<file path="src/rtl/tensor_mac_pkg.sv">
// Shared types and arithmetic helpers for the tensor MAC engine.
package tensor_mac_pkg;

    typedef enum logic [1:0] {
        S_LOAD,
        S_MAC,
        S_DONE
    } state_t;

    // Sized so DEPTH full-scale products can never overflow the accumulator.
    function automatic int unsigned acc_width(int unsigned data_w, int unsigned depth);
        return 2 * data_w + $clog2(depth);
    endfunction

    // Arithmetic shift, optional ReLU, then clamp to a data_w-bit signed range.
    function automatic logic signed [31:0] sat_relu(logic signed [63:0] acc,
                                                    int unsigned shift,
                                                    logic relu_en,
                                                    int unsigned data_w);
        logic signed [63:0] v;
        logic signed [63:0] hi;
        logic signed [63:0] lo;
        v  = acc >>> shift;
        hi = (64'sd1 <<< (data_w - 1)) - 64'sd1;
        lo = -(64'sd1 <<< (data_w - 1));
        if (relu_en && (v < 64'sd0)) begin
            v = 64'sd0;
        end
        if (v > hi) begin
            v = hi;
        end else if (v < lo) begin
            v = lo;
        end
        return 32'(v);
    endfunction

endpackage

</file>
<file path="src/rtl/tensor_mac_engine_if.sv">
// Strobe, data and status bundle of the tensor MAC engine.
interface tensor_mac_engine_if #(
    parameter int unsigned DATA_W = 8
);
    logic signed [DATA_W-1:0] din;
    logic                     wr_en;
    logic                     acc_en;
    logic                     rd_en;
    logic                     clear;
    logic                     relu_en;
    logic signed [DATA_W-1:0] dout;
    logic                     dout_valid;
    logic                     busy;
    logic                     done;
    logic                     err;

    modport master (
        output din, wr_en, acc_en, rd_en, clear, relu_en,
        input  dout, dout_valid, busy, done, err
    );

    modport slave (
        input  din, wr_en, acc_en, rd_en, clear, relu_en,
        output dout, dout_valid, busy, done, err
    );
endinterface

</file>
<file path="src/rtl/tensor_mac_post.sv">
// Combinational post-processing: arithmetic shift, optional ReLU, saturation.
module tensor_mac_post
    import tensor_mac_pkg::*;
#(
    parameter int unsigned DATA_W = 8,
    parameter int unsigned ACC_W  = 19,
    parameter int unsigned SHIFT  = 4
) (
    input  logic signed [ACC_W-1:0]  acc,
    input  logic                     relu_en,
    output logic signed [DATA_W-1:0] res
);

    always_comb begin
        res = DATA_W'(sat_relu(64'(acc), SHIFT, relu_en, DATA_W));
    end

endmodule

</file>
<file path="src/rtl/tensor_mac_engine.sv">
// Signed MAC engine: weight buffer, dot-product sequencer and post-processed readout.
module tensor_mac_engine
    import tensor_mac_pkg::*;
#(
    parameter int unsigned DATA_W = 8,
    parameter int unsigned DEPTH  = 8,
    parameter int unsigned SHIFT  = 4
) (
    input logic clk,
    input logic rst_n,
    tensor_mac_engine_if.slave bus
);

    localparam int unsigned ACC_W = acc_width(DATA_W, DEPTH);
    localparam int unsigned PTR_W = $clog2(DEPTH);
    localparam int unsigned EXT_W = ACC_W - 2 * DATA_W;
    localparam logic [PTR_W-1:0] LAST = PTR_W'(DEPTH - 1);

    state_t                   state;
    logic signed [DATA_W-1:0] w [DEPTH];
    logic [PTR_W-1:0]         wptr;
    logic [PTR_W-1:0]         mptr;
    logic signed [ACC_W-1:0]  acc;
    logic signed [DATA_W-1:0] dout_q;
    logic                     valid_q;
    logic                     busy_q;
    logic                     done_q;
    logic                     err_q;

    logic signed [2*DATA_W-1:0] din_ext;
    logic signed [2*DATA_W-1:0] w_ext;
    logic signed [2*DATA_W-1:0] prod;
    logic signed [ACC_W-1:0]    prod_ext;
    logic [PTR_W-1:0]           wptr_next;
    logic signed [DATA_W-1:0]   post_res;

    // mptr is zero whenever the FSM sits in S_LOAD, so w[mptr] is w[0] for the first term.
    always_comb begin
        din_ext   = {{DATA_W{bus.din[DATA_W-1]}}, bus.din};
        w_ext     = {{DATA_W{w[mptr][DATA_W-1]}}, w[mptr]};
        prod      = din_ext * w_ext;
        prod_ext  = {{EXT_W{prod[2*DATA_W-1]}}, prod};
        wptr_next = (wptr == LAST) ? '0 : wptr + PTR_W'(1);
    end

    tensor_mac_post #(
        .DATA_W (DATA_W),
        .ACC_W  (ACC_W),
        .SHIFT  (SHIFT)
    ) u_post (
        .acc     (acc),
        .relu_en (bus.relu_en),
        .res     (post_res)
    );

    always_ff @(posedge clk) begin
        if (!rst_n) begin
            state <= S_LOAD;
            for (int i = 0; i < int'(DEPTH); i++) begin
                w[i] <= '0;
            end
            wptr    <= '0;
            mptr    <= '0;
            acc     <= '0;
            dout_q  <= '0;
            valid_q <= 1'b0;
            busy_q  <= 1'b0;
            done_q  <= 1'b0;
            err_q   <= 1'b0;
        end else if (bus.clear) begin
            state   <= S_LOAD;
            acc     <= '0;
            wptr    <= '0;
            mptr    <= '0;
            valid_q <= 1'b0;
            busy_q  <= 1'b0;
            done_q  <= 1'b0;
            err_q   <= 1'b0;
        end else begin
            valid_q <= 1'b0;
            case (state)
                S_LOAD: begin
                    if (bus.wr_en) begin
                        w[wptr] <= bus.din;
                        wptr    <= wptr_next;
                        if (bus.acc_en) begin
                            err_q <= 1'b1;
                        end
                    end else if (bus.acc_en) begin
                        acc    <= prod_ext;
                        mptr   <= PTR_W'(1);
                        state  <= S_MAC;
                        busy_q <= 1'b1;
                    end
                end
                S_MAC: begin
                    if (bus.wr_en) begin
                        err_q <= 1'b1;
                    end
                    if (bus.acc_en) begin
                        acc <= acc + prod_ext;
                        if (mptr == LAST) begin
                            mptr   <= '0;
                            state  <= S_DONE;
                            busy_q <= 1'b0;
                            done_q <= 1'b1;
                        end else begin
                            mptr <= mptr + PTR_W'(1);
                        end
                    end
                end
                S_DONE: begin
                    if (bus.acc_en) begin
                        err_q <= 1'b1;
                    end
                    if (bus.rd_en) begin
                        dout_q  <= post_res;
                        valid_q <= 1'b1;
                        acc     <= '0;
                        wptr    <= '0;
                        state   <= S_LOAD;
                        done_q  <= 1'b0;
                    end
                end
                default: begin
                    state  <= S_LOAD;
                    busy_q <= 1'b0;
                    done_q <= 1'b0;
                end
            endcase
        end
    end

    assign bus.dout       = dout_q;
    assign bus.dout_valid = valid_q;
    assign bus.busy       = busy_q;
    assign bus.done       = done_q;
    assign bus.err        = err_q;

endmodule
</file>
<file path="src/flat_wrapper.sv">
// flat-port wrapper written by rule: the top's interface ports become plain ports
module tensor_mac_engine_flat import tensor_mac_pkg::*;
#(
    parameter int unsigned DATA_W = 8,
    parameter int unsigned DEPTH  = 8,
    parameter int unsigned SHIFT  = 4
)
  (clk, rst_n, bus_din, bus_wr_en, bus_acc_en, bus_rd_en, bus_clear, bus_relu_en, bus_dout, bus_dout_valid, bus_busy, bus_done, bus_err);
  tensor_mac_engine_if #(.DATA_W(DATA_W)) bus_i ();
  input logic clk;
  input logic rst_n;
  input wire logic [$bits(bus_i.din)-1:0] bus_din;
  input wire logic [$bits(bus_i.wr_en)-1:0] bus_wr_en;
  input wire logic [$bits(bus_i.acc_en)-1:0] bus_acc_en;
  input wire logic [$bits(bus_i.rd_en)-1:0] bus_rd_en;
  input wire logic [$bits(bus_i.clear)-1:0] bus_clear;
  input wire logic [$bits(bus_i.relu_en)-1:0] bus_relu_en;
  output wire logic [$bits(bus_i.dout)-1:0] bus_dout;
  output wire logic [$bits(bus_i.dout_valid)-1:0] bus_dout_valid;
  output wire logic [$bits(bus_i.busy)-1:0] bus_busy;
  output wire logic [$bits(bus_i.done)-1:0] bus_done;
  output wire logic [$bits(bus_i.err)-1:0] bus_err;
  assign bus_i.din = bus_din;
  assign bus_i.wr_en = bus_wr_en;
  assign bus_i.acc_en = bus_acc_en;
  assign bus_i.rd_en = bus_rd_en;
  assign bus_i.clear = bus_clear;
  assign bus_i.relu_en = bus_relu_en;
  assign bus_dout = bus_i.dout;
  assign bus_dout_valid = bus_i.dout_valid;
  assign bus_busy = bus_i.busy;
  assign bus_done = bus_i.done;
  assign bus_err = bus_i.err;
  tensor_mac_engine #(.DATA_W(DATA_W), .DEPTH(DEPTH), .SHIFT(SHIFT)) u_core (.clk(clk), .rst_n(rst_n), .bus(bus_i));
endmodule
</file>
<file path="config.mk">
export PLATFORM = sky130hd
export DESIGN_NAME = tensor_mac_engine_flat
export DESIGN_NICKNAME = d
export VERILOG_FILES = /design/src/rtl/tensor_mac_pkg.sv /design/src/rtl/tensor_mac_engine_if.sv /design/src/rtl/tensor_mac_post.sv /design/src/rtl/tensor_mac_engine.sv /design/src/flat_wrapper.sv
export SDC_FILE = /design/constraint.sdc
export NUM_CORES = 1
export LEC_CHECK = 0
export BUFFER_PORTS_ARGS = -buffer_cell sky130_fd_sc_hd__buf_2
export CORE_MARGIN = 4
export CORE_UTILIZATION = 40
export DETAILED_ROUTE_END_ITERATION = 6
export HOLD_SLACK_MARGIN = 0.03
export PLACE_DENSITY = 0.62
export SETUP_SLACK_MARGIN = 0.5
export SLEW_MARGIN = 20
export SYNTH_ARGS = -nofsm -noshare
export SYNTH_HDL_FRONTEND = slang
export SYNTH_SLANG_ARGS = --single-unit
</file>
<file path="constraint.sdc">
create_clock -name clk -period 10 [get_ports clk]
set_clock_uncertainty 0.2 [all_clocks]
set_input_delay 0.5 -clock clk [delete_from_list [all_inputs] [get_ports clk]]
set_output_delay 0.5 -clock clk [all_outputs]
set_load 0.01 [all_outputs]
</file>
==> summary.md <==
| Metric | Value |
|---|---|
| Tcrit/Tclk final | `around 80%` |
| Post-synth EDFFs | `64` |
| Post-route ant nets | `0` |
| Tot GR Track Use | `17.5%` |
| Die Ht | `about 150 um` |
| Initial antenna violation count | `0` |
| Synth warnings | `0` |
| Max-slew violations | `0` |
| Post-synth net total | `932` |
| Skew-Pair Late Insertion Delay | `about 0.37 ns` |
| CTS tree | `yes` |
| Crit path largest cell delay | `between 0.7 and 0.8 ns` |
| First-pass GRT wire length | `between 30000 and 40000 um` |
| Power Internal | `between 1000 and 1500 uW` |
| Clock buffer depth | `2` |
| Total of max-cap violations | `0` |
| Slowest CP cell | `dfxtp_2` |
| RSZ-0062 raised after global routing | `false` |
| Root Driver | `clkbuf_16` |
| Worst min path class | `primary input to flip-flop` |
| 1st-iter DRT viols | `between 300 and 400` |
| CTS resizes | `0` |
| Run status | `finished, final reports clean` |
| CTS HTree Levels | `3` |
| DRT Pass-1 Iters | `4` |
| Post-synth cell types | `61` |
| Vias after detailed routing | `~5700` |
| Post-Synthesis Cells | `between 800 and 900` |
| Ports | `27` |
| Crit. End Element | `flip-flop` |
| Final Setup Violations | `0` |
| Final hold vios | `0` |
| Die area | `0.0226 mm2` |
| RePlAce Congestion | `about 0.84` |
| Routed wire per std cell | `16.8 um` |
| Sw frac | `between 40% and 50%` |
| Worst Path Arrival | `7.87 ns` |
| Hold_ws | `0.254 ns` |
| Period minus WS final | `about 7.8 ns` |
| Area delta synth->final | `8.99%` |
| Setup TNS | `0 ns` |
| # rows | `51` |
| Yosys reg bits | `roughly 110` |
| Post-DP HPWL | `13700 um` |
| NetSw | `785 uW` |
| Placeable Area | `0.0197 mm2` |
| Clock buffer count from CTS | `9` |
| Sequential area share after synthesis | `34.0%` |
| Synth Area per Inst | `10.1 um2` |
| Flop pwr share | `~26%` |
| Total Nets Final | `950` |
| Synth Cell Area | `approximately 0.008 mm2` |
| Vias per Instance | `5.18` |
| Cells along the critical path | `mux4_2 > mux2i_1 > or2_2 > fa_1 > fa_1 > inv_1 > fa_1 > inv_1 > fa_1 > inv_1 > ha_1 > a21oi_1 > o21ai_1 > o41ai_1 > xnor2_1 > ha_1 > nand4_1 > nor2_1 > o311ai_0 > a31oi_1 > mux2i_1 > nand3_1 > mux2_2 > o31ai_1` |
| CP startpoint kind | `flip-flop` |
| CP dominant cell by count | `fa_1` |
| Max VDD drop | `between 100 and 150 uV` |
| Normalized max-slew margin | `approximately 26%` |
| Pin count of the biggest net entering global routing | `29` |
| Fmax | `between 100 and 150 MHz` |
| Initial Utilization | `around 41%` |
| I/O Buffers | `26` |
| CTS sink count | `roughly 110` |
| CTS Hold Buffers Added | `0` |
| Slew @ Worst Pin | `1.10 ns` |
| Post-CTS setup buffer count | `0` |
| Logic pwr share | `a little over half` |
| Filler cells | `approximately 1900` |
| DRC viols | `0` |
| Ys async rst share | `0%` |
| Chip width | `around 150 um` |
| Pwr Density | `between 200 and 250 mW/mm2` |
| Kind of critical path | `flip-flop to flip-flop` |
| Grt total ovfl | `0` |
| Post-synth top flop | `edfxtp_1` |
| Clock power frac | `between 20 and 25%` |
| Vias in the first global route | `5937` |
| Ant. Diodes | `0` |
| Critical Path RT | `10.08 ns` |
| P_leak | `roughly 0.0036 uW` |
| Share of layout cells above drive strength 1 | `roughly a tenth` |
| Clk pin slew, worst setup/hold paths | `0.08 ns` |
| Routed WL | `18300 um` |
| CP max FO | `16` |
[layout make-up]
cell class                 count  area, um2  share of cell area [%]
multi-input combinational    578       4890                    55.3
sequential                   106       2760                    31.3
inverter                      96        360                    4.07
tap                          265        332                    3.75
clock buffer                   9        225                    2.55
timing repair buffer          33        183                    2.07
clock inverter                 7       90.1                    1.02
[state kept, by name, indices dropped and copies added (netlist names), named ones only]
name,cells
u_core.acc,19
u_core.w,64
u_core.state,2
u_core.bus.err,1
u_core.mptr,3
u_core.bus.done,1
u_core.bus.dout,8
u_core.bus.dout_valid,1
u_core.bus.busy,1
u_core.wptr,3
[power groups by stage]
stage	clock network, uW	registers (uW)	logic [uW]
after detailed placement	0	503	1010
after global placement	0	503	1010
final	387	493	1020
after global routing	408	496	1150
after CTS	393	493	1020
after floorplan	0	497	815
[logic make-up after synthesis]
| kind of cell | count (synthesis) | share of synthesized area (%) |
|---|---|---|
| AND/OR/NAND/NOR | 272 | 18.0 |
| buffers and inverters | 122 | 5.69 |
| AO/OA/AOI/OAI | 140 | 11.0 |
| XOR/XNOR | 26 | 2.81 |
| adder cells (fa/ha/maj) | 111 | 22.3 |
| multiplexers | 29 | 6.09 |
| flip-flops | 106 | 34.0 |
[cell usage after synthesis (4+ instances only)]
master,count,area share [%]
inv_1,96,4.4
and2_1,74,5.7
edfxtp_1,64,24
fa_1,56,14
nor2_1,56,2.6
ha_1,55,8.5
dfxtp_1,42,10
o21ai_0,39,2.4
a21oi_1,38,2.3
nor2b_1,38,2.9
nand2_1,34,1.6
clkbuf_1,21,0.97
nand2b_1,20,1.5
xnor2_1,19,2.1
nor3_1,18,1.1
mux4_2,16,4.4
mux2i_1,10,1.2
nand3_1,10,0.62
a211oi_1,8,0.74
xor2_1,7,0.76
a221oi_1,5,0.54
a31oi_1,5,0.39
a21o_1,4,0.37
nand4_1,4,0.31
o21a_1,4,0.37
o21ai_1,4,0.25
[per-layer routing]
metal	vias to the layer above	routed length [um]	global-route usage (%)	share of wire, %
li1	2791	-	-	-
met1	2759	9020	24.7	49
met2	97	8430	27.9	46
met3	18	623	3.04	3.4
met4	0	261	4.48	1.4
met5	-	0	0	0
[cells in the final DEF, fill, tap and decap left out, drive strengths merged, types with 3 or more instances in the layout]
cell / Yosys / layout
and2: 74 / 74
edfxtp: 64 / 64
nor2: 57 / 57
or2: 3 / 3
buf: 5 / 33
mux2i: 10 / 10
o41ai: 3 / 3
o22ai: 3 / 3
nand2b: 20 / 20
nor3: 18 / 18
a31oi: 6 / 6
mux2: 3 / 3
a22oi: 3 / 3
nand4: 4 / 4
a32oi: 3 / 3
a211oi: 8 / 8
a21oi: 38 / 38
a21o: 5 / 5
dfxtp: 42 / 42
ha: 55 / 55
nor2b: 38 / 38
nand2: 34 / 34
xor2: 7 / 7
fa: 56 / 56
o21ai: 43 / 43
xnor2: 19 / 19
or3: 3 / 3
a221oi: 5 / 5
nand3: 10 / 10
inv: 96 / 102
clkbuf: 21 / 9
o21a: 4 / 4
mux4: 16 / 16
[per-stage QoR]
step	total power, uW	cell area, um2	util, %	setup WS (ns)	cells
global placement	1510	8530	43.2	1.86	1078
CTS	1910	8840	44.8	1.76	1094
floorplan	1310	8110	-	2.75	806
finish	1900	8840	44.9	2.22	1094
global route	2060	8840	44.9	1.54	1094
detailed placement	1510	8530	43.2	1.79	1078
[path summary, 6_finish.rpt]
| path | from | endpoint | slack [ns] | depth (start not counted) |
|---|---|---|---|---|
| worst min register to register | u_core.bus.err | u_core.bus.err | 0.29 | 2 |
| worst min-delay path | bus_relu_en | u_core.bus.dout[7] | 0.25 | 3 |
| worst max-delay path | flip-flop | u_core.acc[18] | 2.22 | 24 |
| worst max register to register | flip-flop | u_core.acc[18] | 2.22 | 24 |
[critical path, delay by kind of cell (launching register included)]
kind / cells / cell delay [ns]
simple gates: 4 / 0.64
fa+ha+maj: 6 / 2.77
mux: 4 / 1.74
flops: 1 / 0.71
buf+inv: 3 / 0.18
compound gates: 6 / 1.31
xor+xnor: 1 / 0.17
Power figures use the tool's default switching activity.
